## src/rtl/multi_port_stream_serializer_pkg.sv

```systemverilog
// Shared queue package: lane-count constants, count/index width helpers
// and the queue operation type used by the multi-port stream logic.
package multi_port_stream_serializer_pkg;

  localparam int unsigned DefaultInWidth   = 2;
  localparam int unsigned DefaultDataWidth = 32;

  typedef enum logic [1:0] {
    QOP_HOLD  = 2'd0,
    QOP_LOAD  = 2'd1,
    QOP_DRAIN = 2'd2,
    QOP_CLEAR = 2'd3
  } q_op_e;

  // Bits needed to hold an occupancy of 0..lanes.
  function automatic int unsigned cnt_width(input int unsigned lanes);
    return $clog2(lanes + 1);
  endfunction

  function automatic int unsigned idx_width(input int unsigned lanes);
    return (lanes > 1) ? $clog2(lanes) : 1;
  endfunction

endpackage

```

## src/rtl/multi_port_stream_serializer_prefix_count.sv

```systemverilog
// Contiguous valid-prefix mask from lane 0 and its population count.
module stream_prefix_count
  import multi_port_stream_serializer_pkg::*;
#(
  parameter int unsigned Lanes = DefaultInWidth
) (
  input  logic [Lanes-1:0]            vld,
  output logic [Lanes-1:0]            mask,
  output logic [cnt_width(Lanes)-1:0] count
);

  localparam int unsigned CntW = cnt_width(Lanes);

  logic run;

  always_comb begin
    mask  = '0;
    count = '0;
    run   = 1'b1;
    for (int i = 0; i < Lanes; i++) begin
      run     = run & vld[i];
      mask[i] = run;
      count   = count + CntW'(run);
    end
  end

endmodule

```

## src/rtl/multi_port_stream_serializer.sv

```systemverilog
// Parallel-to-serial stream stage: captures the valid lane prefix in one
// cycle and replays it lane 0 first on a single valid/ready output.
module multi_port_stream_serializer
  import multi_port_stream_serializer_pkg::*;
#(
  parameter int unsigned InWidth   = DefaultInWidth,
  parameter int unsigned DataWidth = DefaultDataWidth
) (
  input  logic                              clk,
  input  logic                              rstn,
  input  logic [InWidth-1:0]                in_vld_i,
  input  logic [InWidth-1:0][DataWidth-1:0] in_payload_i,
  output logic [InWidth-1:0]                in_rdy_o,
  output logic                              out_vld_o,
  output logic [DataWidth-1:0]              out_payload_o,
  input  logic                              out_rdy_i,
  input  logic                              flush_i,
  output logic [cnt_width(InWidth)-1:0]     cnt_o
);

  localparam int unsigned CntW = cnt_width(InWidth);
  localparam int unsigned IdxW = idx_width(InWidth);

  logic [CntW-1:0]      cnt;
  logic [IdxW-1:0]      rd_idx;
  logic [CntW-1:0]      take_cnt;
  logic [InWidth-1:0]   take_mask;
  logic [DataWidth-1:0] buffer [InWidth];
  logic                 drain;
  logic                 load_en;
  q_op_e                op;

  stream_prefix_count #(
    .Lanes (InWidth)
  ) u_prefix (
    .vld   (in_vld_i),
    .mask  (take_mask),
    .count (take_cnt)
  );

  assign out_vld_o     = (cnt != '0);
  assign out_payload_o = buffer[rd_idx];
  assign cnt_o         = cnt;
  assign drain         = out_vld_o && out_rdy_i;

  // Reload is allowed when empty, or when the last entry leaves this cycle,
  // which keeps back-to-back groups bubble-free.
  assign load_en  = rstn && !flush_i &&
                    ((cnt == '0) || ((cnt == CntW'(1)) && drain));
  assign in_rdy_o = {InWidth{load_en}} & take_mask;

  always_comb begin
    op = QOP_HOLD;
    if (flush_i) begin
      op = QOP_CLEAR;
    end else if (load_en && (take_cnt != '0)) begin
      op = QOP_LOAD;
    end else if (drain) begin
      op = QOP_DRAIN;
    end
  end

  always_ff @(posedge clk) begin
    if (!rstn) begin
      cnt    <= '0;
      rd_idx <= '0;
    end else begin
      case (op)
        QOP_CLEAR: begin
          cnt    <= '0;
          rd_idx <= '0;
        end
        QOP_LOAD: begin
          cnt    <= take_cnt;
          rd_idx <= '0;
        end
        QOP_DRAIN: begin
          cnt    <= cnt - CntW'(1);
          rd_idx <= (cnt == CntW'(1)) ? '0 : rd_idx + IdxW'(1);
        end
        default: ;
      endcase
    end
  end

  // Payload storage is intentionally left out of reset.
  always_ff @(posedge clk) begin
    if (op == QOP_LOAD) begin
      for (int j = 0; j < InWidth; j++) begin
        if (take_mask[j]) buffer[j] <= in_payload_i[j];
      end
    end
  end

endmodule

```

## config.mk

```make
export PLATFORM = sky130hd
export DESIGN_NAME = multi_port_stream_serializer
export DESIGN_NICKNAME = d
export VERILOG_FILES = /design/src/rtl/multi_port_stream_serializer_pkg.sv /design/src/rtl/multi_port_stream_serializer_prefix_count.sv /design/src/rtl/multi_port_stream_serializer.sv
export SDC_FILE = /design/constraint.sdc
export NUM_CORES = 1
export LEC_CHECK = 0
export ABC_AREA = 1
export BUFFER_PORTS_ARGS = -buffer_cell sky130_fd_sc_hd__buf_4
export CAP_MARGIN = 20
export CORE_UTILIZATION = 25
export CTS_CLUSTER_DIAMETER = 30
export DETAILED_ROUTE_END_ITERATION = 7
export GPL_TIMING_DRIVEN = 0
export SETUP_SLACK_MARGIN = 0.02
export SYNTH_ARGS = -nofsm -noshare
export SYNTH_HDL_FRONTEND = slang
export SYNTH_SLANG_ARGS = --single-unit
```

## constraint.sdc

```tcl
create_clock -name clk -period 6 [get_ports clk]
set_input_delay 1.2 -clock clk [delete_from_list [all_inputs] [get_ports clk]]
set_output_delay 1.2 -clock clk [all_outputs]
set_load 0.005 [all_outputs]
```

==> results.py, run 1 <==
metrics = {
    "yosys": {
        "synthArstFlopShare_pct": 0,
        "synthCells": 151,
        "synthSimpleGateAreaFrac_pct": 3.50,
        "yosysTopAreaCellShare_pct": 68.9,
        "synth_adder_area_share_pct": 2.69,
        "synth.net_count": 227,
        "synth_edf_count": 64,
        "ys_ff_latch": 68,
        "synth_most_common_cell": "edfxtp_1",
        "synth.distinct_cells": 13,
        "yosys_warnings": 0,
        "syn_area_mm2": 0.00279,
        "synth_top_family_by_area": "multiplexers",
        "syn_area_per_cell_um2": 18.5,
        "synth_compound_area_share_pct": 0.718,
        "yosysTopAreaCell": "edfxtp_1",
        "synth-xor-area-share_pct": 0,
        "synth_commonest_cells": "edfxtp_1, mux2_4, nand2_1",
        "ys_seq_area_share_pct": 71.8,
        "synthMuxAreaShare_pct": 17.0,
        "synthFlopType": "edfxtp_1",
        "synthTopCellsByArea": "edfxtp_1, mux2_4, dfxtp_1",
    },
    "floorplan": {
        "rows": 38,
        "die_width_um": 108,
        "dieHeight_um": 108,
        "die-area_mm2": 0.0116,
        "start_util_pct": 25.7,
        "pin_count": 107,
        "coreArea_mm2": 0.0108,
    },
    "clock_network": {
        "htreeDepth": 3,
        "cts_buffers": 9,
        "ctsHoldBuffers": 0,
        "cts-root-buf": "clkbuf_8",
        "cts_tree": "yes",
        "clock-sinks": 68,
        "clkLatencyLatePin_ns": 0.34,
        "cts.repair.resized": 0,
        "post-cts-setup-buffer-count": 0,
        "clkSlewWorstSetupHoldPaths_ns": 0.07,
        "cts_max_path_buffers": 2,
    },
    "setup_path": {
        "arrival_ns": 1.74,
        "endpoint_kind": "primary output",
        "cp_max_fo": 4,
        "reg2reg_from": "cnt_o[0]$_SDFFE_PN0P_",
        "cp-start-kind": "input port",
        "required_ns": 4.80,
        "critPathKind": "input port to primary output",
        "reg2reg_slack_ns": 3.65,
        "timing.rr.end": "buffer[1][7]$_DFFE_PP_",
        "reg2reg_depth": 11,
    },
    "hold_path": {
        "hold_class": "flop to flop",
        "hp-start": "cnt_o[1]$_SDFFE_PN0P_",
        "holdPathStages": 2,
        "hold_end": "cnt_o[1]$_SDFFE_PN0P_",
    },
    "global_route": {
        "antenna_found_initial": 0,
        "grt_pass1_wl_um": 8640,
        "grt_max_degree": 33,
        "grt_pass1_vias": 1711,
        "grt.overflow.total": 0,
        "grt.total_usage_pct": 10.6,
    },
    "pwr": {
        "power_leakage_nw": 1.64,
        "power.density_mw_per_mm2": 269,
        "irDropWorstVdd_uv": 97.2,
    },
    "timing": {
        "tns_ns": 0,
        "rsz0062_at_grt": "no",
        "fin_crit_ns": 2.94,
        "drv_slew": 0,
        "finalClockSkew_ns": 0.00581,
        "maxSlewHeadroom_pct": 47.2,
        "layout_setup_ws_ns": 3.06,
        "finalSetupViolations": 0,
        "fmax_mhz": 340,
        "hold_viol": 0,
        "post-route-period-util_pct": 49.0,
        "worstMarginPinSlew_ns": 0.790,
    },
    "detailed_routing": {
        "drc_errors": 0,
        "wl_met1_um": 2330,
        "maxUsedRoutingLayer": "met4",
        "met3_wirelength_um": 348,
        "route.met2.wl_um": 2750,
        "drt-total-wl_um": 5570,
        "firstDrtPassIters": 4,
        "vias_per_cell": 3.94,
        "drt_iter0_markers": 54,
        "ant_nets": 0,
        "vias": 1627,
        "wl_per_cell_um": 13.5,
    },
    "placed_design": {
        "dpl.hpwl_um": 3880,
        "port_buffers": 106,
        "pre_cts_slack_ns": 2.92,
        "gp_congestion": 0.771,
        "dpl.cell_count": 397,
    },
    "layout": {
        "fin_nets": 344,
        "fin_cells": 413,
        "antenna_cells": 0,
        "drive_gt1_share_pct": 57.5,
        "synthToLayoutAreaGrowth_pct": 42.3,
        "fillers": 1064,
        "utilization_pct": 36.6,
    },
    "outcome": {
        "status": "finished, final reports clean",
    },
    "run": {
        "cap_violations": 0,
    },
}
-- how the worst max path moves through the flow --
stage,startpoint,end,depth (start not counted)
floorplan,rstn,buffer[1][0]$_DFFE_PP_,9
global route,in_vld_i[0],in_rdy_o[1],6
CTS,in_vld_i[0],in_rdy_o[1],6
global placement,in_vld_i[0],buffer[1][14]$_DFFE_PP_,10
detailed placement,flush_i,buffer[1][14]$_DFFE_PP_,9
finish,in_vld_i[0],in_rdy_o[1],6
-- registers in the layout, indices dropped and copies added (netlist names), named ones only --
name and flops:
rd_idx 1, buffer 64, cnt_o 2
-- per-stage QoR --
stage          instance area [um2]  hold WS, ns  total power [mW]
2_1_floorplan                 2790        0.459             0.607
3_3_place_gp                  3760        0.466             0.675
3_5_place_dp                  3760        0.474             0.678
4_1_cts                       3970        0.484              1.08
5_1_grt                       3970        0.521              1.11
6_report                      3970        0.478              1.07
-- logic make-up (layout without fill, tap and decap cells) --
group | count (synthesis) | after routing
multiplexers | 32 | 32
flip-flops | 68 | 68
AND/OR/NAND/NOR | 24 | 24
buffers and inverters | 17 | 139
adder cells (fa/ha/maj) | 6 | 6
AO/OA/AOI/OAI | 4 | 4
-- power breakdown --
group / switching (mW) / internal, mW / total [mW]
Clock: 0.171 / 0.232 / 0.403
Sequential: 0.00431 / 0.538 / 0.542
Combinational: 0.0446 / 0.0770 / 0.122
-- critical path, stage by stage --
cell and delay, ns:
buf_4 0.10, nand2_1 0.05, inv_1 0.04, nand3_1 0.11, nor2_1 0.12, buf_4 0.12
-- final cells by class --
class                      count  area (um2)  share of cell area (%)
sequential                    68        2000                    50.5
timing repair buffer         106         796                    20.1
multi-input combinational     66         666                    16.8
tap                          140         175                    4.42
clock buffer                  11         131                    3.31
clock inverter                 5        76.3                    1.92
buffer                         4        71.3                    1.80
inverter                      13        48.8                    1.23
-- metal layers --
layer | global-route usage [%] | vias to the layer above
li1 | - | 784
met1 | 12.0 | 761
met2 | 17.0 | 73
met3 | 3.27 | 9
met4 | 7.05 | 0
met5 | 0 | -
-- layout by cell type, fill, tap and decap left out, drive strengths merged --
| cell type | n |
|---|---|
| nand2 | 16 |
| edfxtp | 64 |
| a21oi | 4 |
| mux2 | 32 |
| clkinv | 2 |
| dfxtp | 4 |
| ha | 6 |
| inv | 13 |
| clkinvlp | 1 |
| nor2 | 4 |
| nand3 | 3 |
| clkbuf | 11 |
| bufinv | 2 |
| buf | 110 |
| nand3b | 1 |
No activity file was read; power rests on OpenSTA's default activity.
==> run 2: changes to the inputs <==
Settings changed: ABC_AREA 1 to 0.
Clock period 6 ns to 2.6 ns, I/O delays scaled along.
==> run 2 against run 1 <==
Core utilization shrank 0.30 points. Highest routed layer unchanged. Critical path depth grew 3. Combinational power grew 130%. Non-clock buffer count is the same. Power grew 120%. Clock power grew 99%. Wire length grew 2.9%. Final cell count shrank 3.9%.
==> results.py, run 2 <==
metrics = {
    "outcome": {
        "status": "finished, final reports clean",
    },
    "pwr": {
        "power.density_mw_per_mm2": 595,
        "power.total_mw": 2.34,
        "power_leakage_nw": 1.58,
        "comb_power_share_pct": 12.2,
        "p_sw_share_pct": 20.6,
        "irDropWorstVdd_uv": 268,
        "p_int_mw": 1.86,
        "seq_power_share_pct": 53.5,
        "power_switching_mw": 0.482,
        "clockPowerShare_pct": 34.3,
    },
    "floorplan": {
        "dieHeight_um": 108,
        "die_width_um": 108,
        "die-area_mm2": 0.0116,
        "start_util_pct": 25.7,
        "pin_count": 107,
        "coreArea_mm2": 0.0108,
        "rows": 38,
    },
    "global_route": {
        "grt_pass1_wl_um": 8250,
        "grt.overflow.total": 0,
        "grt_pass1_vias": 1619,
        "antenna_found_initial": 0,
        "grt_max_degree": 34,
        "grt.total_usage_pct": 9.90,
    },
    "setup_path": {
        "critPathKind": "flop to flop",
        "cp_max_fo": 33,
        "critPathSlowestCell": "dfxtp_1",
        "timing.rr.end": "cnt_o[0]$_SDFFE_PN0P_",
        "path_cells": "inv_1, ha_1, a21oi_2, nor3_4, or2_1, ha_1, and2_4, a22o_1, a32o_1",
        "endpoint_kind": "flop",
        "critPathBufInv": 1,
        "cpLargestDelayFamily": "compound AO/OA/AOI/OAI gates",
        "slowest_delay_ns": 0.37,
        "cp-start-kind": "flop",
        "cp_common_cell": "ha_1",
        "reg2reg_from": "cnt_o[1]$_SDFFE_PN0P_",
        "required_ns": 2.83,
        "reg2reg_depth": 9,
        "arrival_ns": 2.53,
        "reg2reg_slack_ns": 0.30,
    },
    "hold_path": {
        "hp-start": "in_payload_i[28]",
        "holdPathStages": 1,
        "hold_end": "buffer[0][28]$_DFFE_PP_",
        "hold_class": "input port to flop",
    },
    "detailed_routing": {
        "drt_iter0_markers": 43,
        "wl_per_cell_um": 14.4,
        "drc_errors": 0,
        "ant_nets": 0,
        "drt-total-wl_um": 5730,
        "firstDrtPassIters": 4,
        "vias": 1597,
        "vias_per_cell": 4.02,
    },
    "placed_design": {
        "pre_cts_slack_ns": 0.112,
        "port_buffers": 106,
        "dpl.cell_count": 382,
        "dpl.hpwl_um": 3920,
        "gp_congestion": 0.761,
    },
    "yosys": {
        "synthFlopType": "edfxtp_1",
        "synthArstFlopShare_pct": 0,
        "synth_edf_count": 64,
        "ys_ff_latch": 68,
        "synth_most_common_cell": "edfxtp_1",
        "syn_area_per_cell_um2": 20.5,
        "ys_seq_area_share_pct": 71.9,
        "synthCells": 136,
        "syn_area_mm2": 0.00278,
        "yosys_warnings": 0,
        "yosysTopAreaCell": "edfxtp_1",
        "synthTopCellsByArea": "edfxtp_1, mux2_4, dfxtp_1",
        "synth.net_count": 212,
        "yosysTopAreaCellShare_pct": 69.0,
        "synth_commonest_cells": "edfxtp_1, mux2_4, ha_1",
        "synth.distinct_cells": 24,
    },
    "layout": {
        "regMostFlops": "buffer",
        "utilization_pct": 36.3,
        "antenna_cells": 0,
        "layout_common_cells": "buf_4, edfxtp_1, mux2_4",
        "fin_nets": 329,
        "final_common_cell": "buf_4",
        "largest_reg_flops": 64,
        "synthToLayoutAreaGrowth_pct": 41.3,
        "fin_cells": 397,
        "drive_gt1_share_pct": 61.1,
    },
    "clock_network": {
        "clkLatencyLatePin_ns": 0.33,
        "htreeDepth": 3,
        "ctsHoldBuffers": 0,
        "cts_buffers": 9,
        "cts.repair.resized": 0,
        "clkSlewWorstSetupHoldPaths_ns": 0.07,
        "cts-root-buf": "clkbuf_8",
        "clock-sinks": 68,
        "post-cts-setup-buffer-count": 0,
        "cts_max_path_buffers": 2,
        "cts_tree": "yes",
    },
    "timing": {
        "drv_slew": 0,
        "worstMarginPinSlew_ns": 0.513,
        "post-route-period-util_pct": 88.4,
        "maxSlewHeadroom_pct": 65.8,
        "finalClockSkew_ns": 0.00845,
        "tns_ns": 0,
        "fin_crit_ns": 2.30,
        "rsz0062_at_grt": "no",
        "finalSetupViolations": 0,
        "fmax_mhz": 435,
        "hold_viol": 0,
        "layout_setup_ws_ns": 0.302,
    },
    "run": {
        "cap_violations": 0,
    },
}
==> run 2: cell count changes after synthesis, moves of 2 or more <==
cell / delta
nand2_1: -14
inv_1: -9
nor2b_1: +3
a21oi_1: -2
nand3_1: -2
nor2_1: -2
or2_1: +2
==> run 2: how the worst max path moves through the flow <==
| stage | from | to | depth (start not counted) |
|---|---|---|---|
| after floorplan | cnt_o[0]$_SDFFE_PN0P_ | buffer[1][0]$_DFFE_PP_ | 6 |
| after global placement | rstn | cnt_o[1]$_SDFFE_PN0P_ | 8 |
| after detailed placement | rstn | buffer[1][27]$_DFFE_PP_ | 6 |
| after CTS | cnt_o[1]$_SDFFE_PN0P_ | buffer[1][31]$_DFFE_PP_ | 7 |
| after global routing | cnt_o[0]$_SDFFE_PN0P_ | cnt_o[0]$_SDFFE_PN0P_ | 9 |
| final | cnt_o[1]$_SDFFE_PN0P_ | cnt_o[0]$_SDFFE_PN0P_ | 9 |
==> run 2: cell families (layout without fill, tap and decap cells) <==
logic type,after synthesis,in the layout,synth area share [%]
flops,68,68,71.9
simple gates,16,16,3.78
compound gates,6,6,1.53
buf+inv,8,129,3.10
fa+ha+maj,6,6,2.70
mux,32,32,17.0
==> run 2: power by group through the flow <==
stage,clock network [mW],logic (mW),registers [mW]
CTS,0.840,0.290,1.25
global placement,0,0.285,1.27
finish,0.803,0.284,1.25
global route,0.874,0.309,1.25
detailed placement,0,0.290,1.28
floorplan,0,0.127,1.27
==> run 2: layout make-up <==
cell class	instances	area [um2]
sequential	68	2000
fill	1064	6910
buffer	4	71.3
tap	140	175
clock inverter	3	38.8
multi-input combinational	60	701
inverter	4	15.0
clock buffer	12	135
timing repair buffer	106	796
==> run 2: layer usage <==
layer / wire (um) / GRT usage [%] / vias up
met4: 102 / 5.87 / 0
met1: 2460 / 11.3 / 775
met2: 2860 / 16.1 / 59
met3: 310 / 3.15 / 8
met5: 0 / 0 / -
li1: - / - / 755
==> run 2: stage by stage <==
step	hold slack (ns)	cell area [um2]
4_1_cts	0.333	3930
5_1_grt	0.332	3930
6_report	0.357	3930
3_3_place_gp	0.474	3750
3_5_place_dp	0.478	3760
2_1_floorplan	0.463	2780
==> run 3: changes to the inputs <==
Settings changed: SYNTH_HIERARCHICAL from default to 1.
Clock period 2.6 ns to 2 ns, I/O delays scaled along.
==> run 3 against run 2 <==
Fmax up 21%. Core utilization rose by 2.9 points. Synthesized cell count up 6.6%. Clock skew decreased by 0.0053 ns. Global-route usage increased by 0.88 points. Non-clock buffer count up 8. Sequential power up 30%. Power increased by 64%. Highest routed layer unchanged. Final area grew 9.0%. Via count up 3.9%. Critical path type unchanged. Sequential cell count did not move. Largest cell class unchanged. Setup slack worse by 0.20 ns.
==> results.py, run 3 <==
metrics = {
    "pwr": {
        "irDropWorstVdd_uv": 396,
        "power.total_mw": 3.85,
        "power.density_mw_per_mm2": 898,
        "power_leakage_nw": 1.73,
    },
    "global_route": {
        "grt_max_degree": 14,
        "grt.total_usage_pct": 10.8,
        "grtUsageMet2_pct": 18.2,
        "grt.overflow.total": 0,
        "use_met3_pct": 3.80,
        "grt_pass1_wl_um": 8830,
        "antenna_found_initial": 0,
        "grt_use_met1_pct": 12.3,
        "grt_busiest_layer": "met2",
        "grt_pass1_vias": 1682,
    },
    "floorplan": {
        "coreArea_mm2": 0.0109,
        "dieHeight_um": 108,
        "start_util_pct": 25.8,
        "rows": 38,
        "die_width_um": 108,
        "pin_count": 107,
        "die-area_mm2": 0.0117,
    },
    "detailed_routing": {
        "firstDrtPassIters": 5,
        "vias": 1659,
        "vias_per_cell": 3.99,
        "drc_errors": 0,
        "ant_nets": 0,
        "drt-total-wl_um": 6220,
        "drt_iter0_markers": 47,
        "wl_per_cell_um": 15.0,
    },
    "timing": {
        "post-route-period-util_pct": 94.7,
        "fmax_mhz": 528,
        "fin_hold_ws_ns": 0.252,
        "rsz0062_at_grt": "no",
        "finalClockSkew_ns": 0.00318,
        "drv_slew": 0,
        "maxSlewHeadroom_pct": 85.1,
        "finalSetupViolations": 0,
        "fin_crit_ns": 1.89,
        "hold_viol": 0,
        "worstMarginPinSlew_ns": 0.222,
    },
    "setup_path": {
        "arrival_ns": 1.98,
        "endpoint_kind": "flop",
        "cp_max_fo": 8,
        "required_ns": 2.08,
        "reg2reg_from": "cnt_o[0]$_SDFFE_PN0P_",
        "critPathKind": "flop to flop",
        "cp-startpoint": "cnt_o[0]$_SDFFE_PN0P_",
        "reg2reg_depth": 8,
        "cp-start-kind": "flop",
    },
    "clock_network": {
        "cts_buffers": 9,
        "clkLatencyLatePin_ns": 0.32,
        "cts_tree": "yes",
        "cts_max_path_buffers": 2,
        "clkSlewWorstSetupHoldPaths_ns": 0.06,
        "ctsHoldBuffers": 0,
        "htreeDepth": 3,
        "clock-sinks": 68,
        "cts-root-buf": "clkbuf_16",
    },
    "hold_path": {
        "holdPathStages": 1,
        "hp-start": "in_payload_i[19]",
        "hold_class": "input port to flop",
    },
    "layout": {
        "fillers": 1051,
        "fin_area_mm2": 0.00429,
        "antenna_cells": 0,
        "regMostFlops": "buffer",
        "fin_nets": 347,
        "synthToLayoutAreaGrowth_pct": 51.7,
        "largest_reg_flops": 64,
        "final_common_cell": "buf_4",
        "fin_cells": 416,
        "drive_gt1_share_pct": 66.7,
        "layout_common_cells": "buf_4, edfxtp_1, mux2_4",
    },
    "yosys": {
        "synth.net_count": 221,
        "synth_edf_count": 64,
        "synthTopCellsByArea": "edfxtp_1, mux2_4, dfxtp_1",
        "ys_ff_latch": 68,
        "synthArstFlopShare_pct": 0,
        "synth_commonest_cells": "edfxtp_1, mux2_4, ha_1",
        "synth_most_common_cell": "edfxtp_1",
        "yosysTopAreaCell": "edfxtp_1",
        "synth.distinct_cells": 25,
        "ys_seq_area_share_pct": 70.8,
        "synthFlopType": "edfxtp_1",
        "yosysTopAreaCellShare_pct": 68.0,
        "syn_area_mm2": 0.00283,
        "syn_area_per_cell_um2": 19.5,
        "yosys_warnings": 6,
        "synthCells": 145,
    },
    "placed_design": {
        "gp_congestion": 0.731,
        "port_buffers": 106,
        "dpl.cell_count": 391,
        "place_area_mm2": 0.00380,
        "dpl.hpwl_um": 3880,
    },
    "run": {
        "cap_violations": 0,
    },
    "outcome": {
        "status": "finished, final reports clean",
    },
}
run 3: logic make-up after synthesis:
logic type,Yosys count,synth area share (%)
muxes,32,16.7
buffers and inverters,11,3.85
DFF,68,70.8
adders and majority gates,6,2.66
and+or+nand+nor,21,4.38
AOI/OAI and AO/OA,7,1.55
run 3: cell type report:
class | count | area, um2 | area share (%)
clock inverters | 6 | 111 | 2.60
inverters | 4 | 15.0 | 0.350
clock buffers | 10 | 229 | 5.34
multi-input cells | 70 | 798 | 18.6
flip-flops and latches | 68 | 2010 | 46.8
plain buffers | 7 | 93.8 | 2.19
repair buffers | 111 | 858 | 20.0
well taps | 140 | 175 | 4.09
run 3: path summary, 6_finish.rpt:
kind,endpoint,slack (ns)
setup / recovery,buffer[1][0]$_DFFE_PP_,0.11
hold reg to reg,cnt_o[1]$_SDFFE_PN0P_,0.50
setup reg to reg,buffer[1][0]$_DFFE_PP_,0.11
hold / removal,buffer[0][19]$_DFFE_PP_,0.25
run 3: layer usage:
metal / part of all wire, % / up-vias
met5: 0 / -
met4: 0.64 / 0
met3: 5.6 / 2
met2: 51 / 61
met1: 43 / 795
li1: - / 801
run 3: worst max-delay path, cell delays in order (launching register included):
cell	delay [ns]
dfxtp_4	0.36
inv_1	0.06
ha_2	0.20
a21oi_4	0.16
nor3_4	0.06
or2_2	0.30
ha_4	0.21
and2_4	0.16
buf_4	0.16
run 3: repair_timing:
item	in CTS	in global routing
cloned	4	0
setup buffers	4	1
pin swaps	4	3
gates resized for setup	10	8
setup endpoints to repair	64	49
run 3: report_power, final:
part | internal, mW | switching (mW)
Clock | 1.22 | 0.576
Combinational | 0.271 | 0.154
Sequential | 1.61 | 0.0132
Total | 3.11 | 0.743
run 3: through the flow:
| step | setup WS, ns | setup TNS (ns) | util [%] |
|---|---|---|---|
| after floorplan | -0.112 | -7.14 | - |
| after global placement | -0.625 | -39.87 | 34.7 |
| after detailed placement | -0.647 | -41.18 | 34.7 |
| after CTS | 0.0411 | 0 | 38.9 |
| after global routing | 0.0298 | 0 | 39.2 |
| final | 0.105 | 0 | 39.2 |
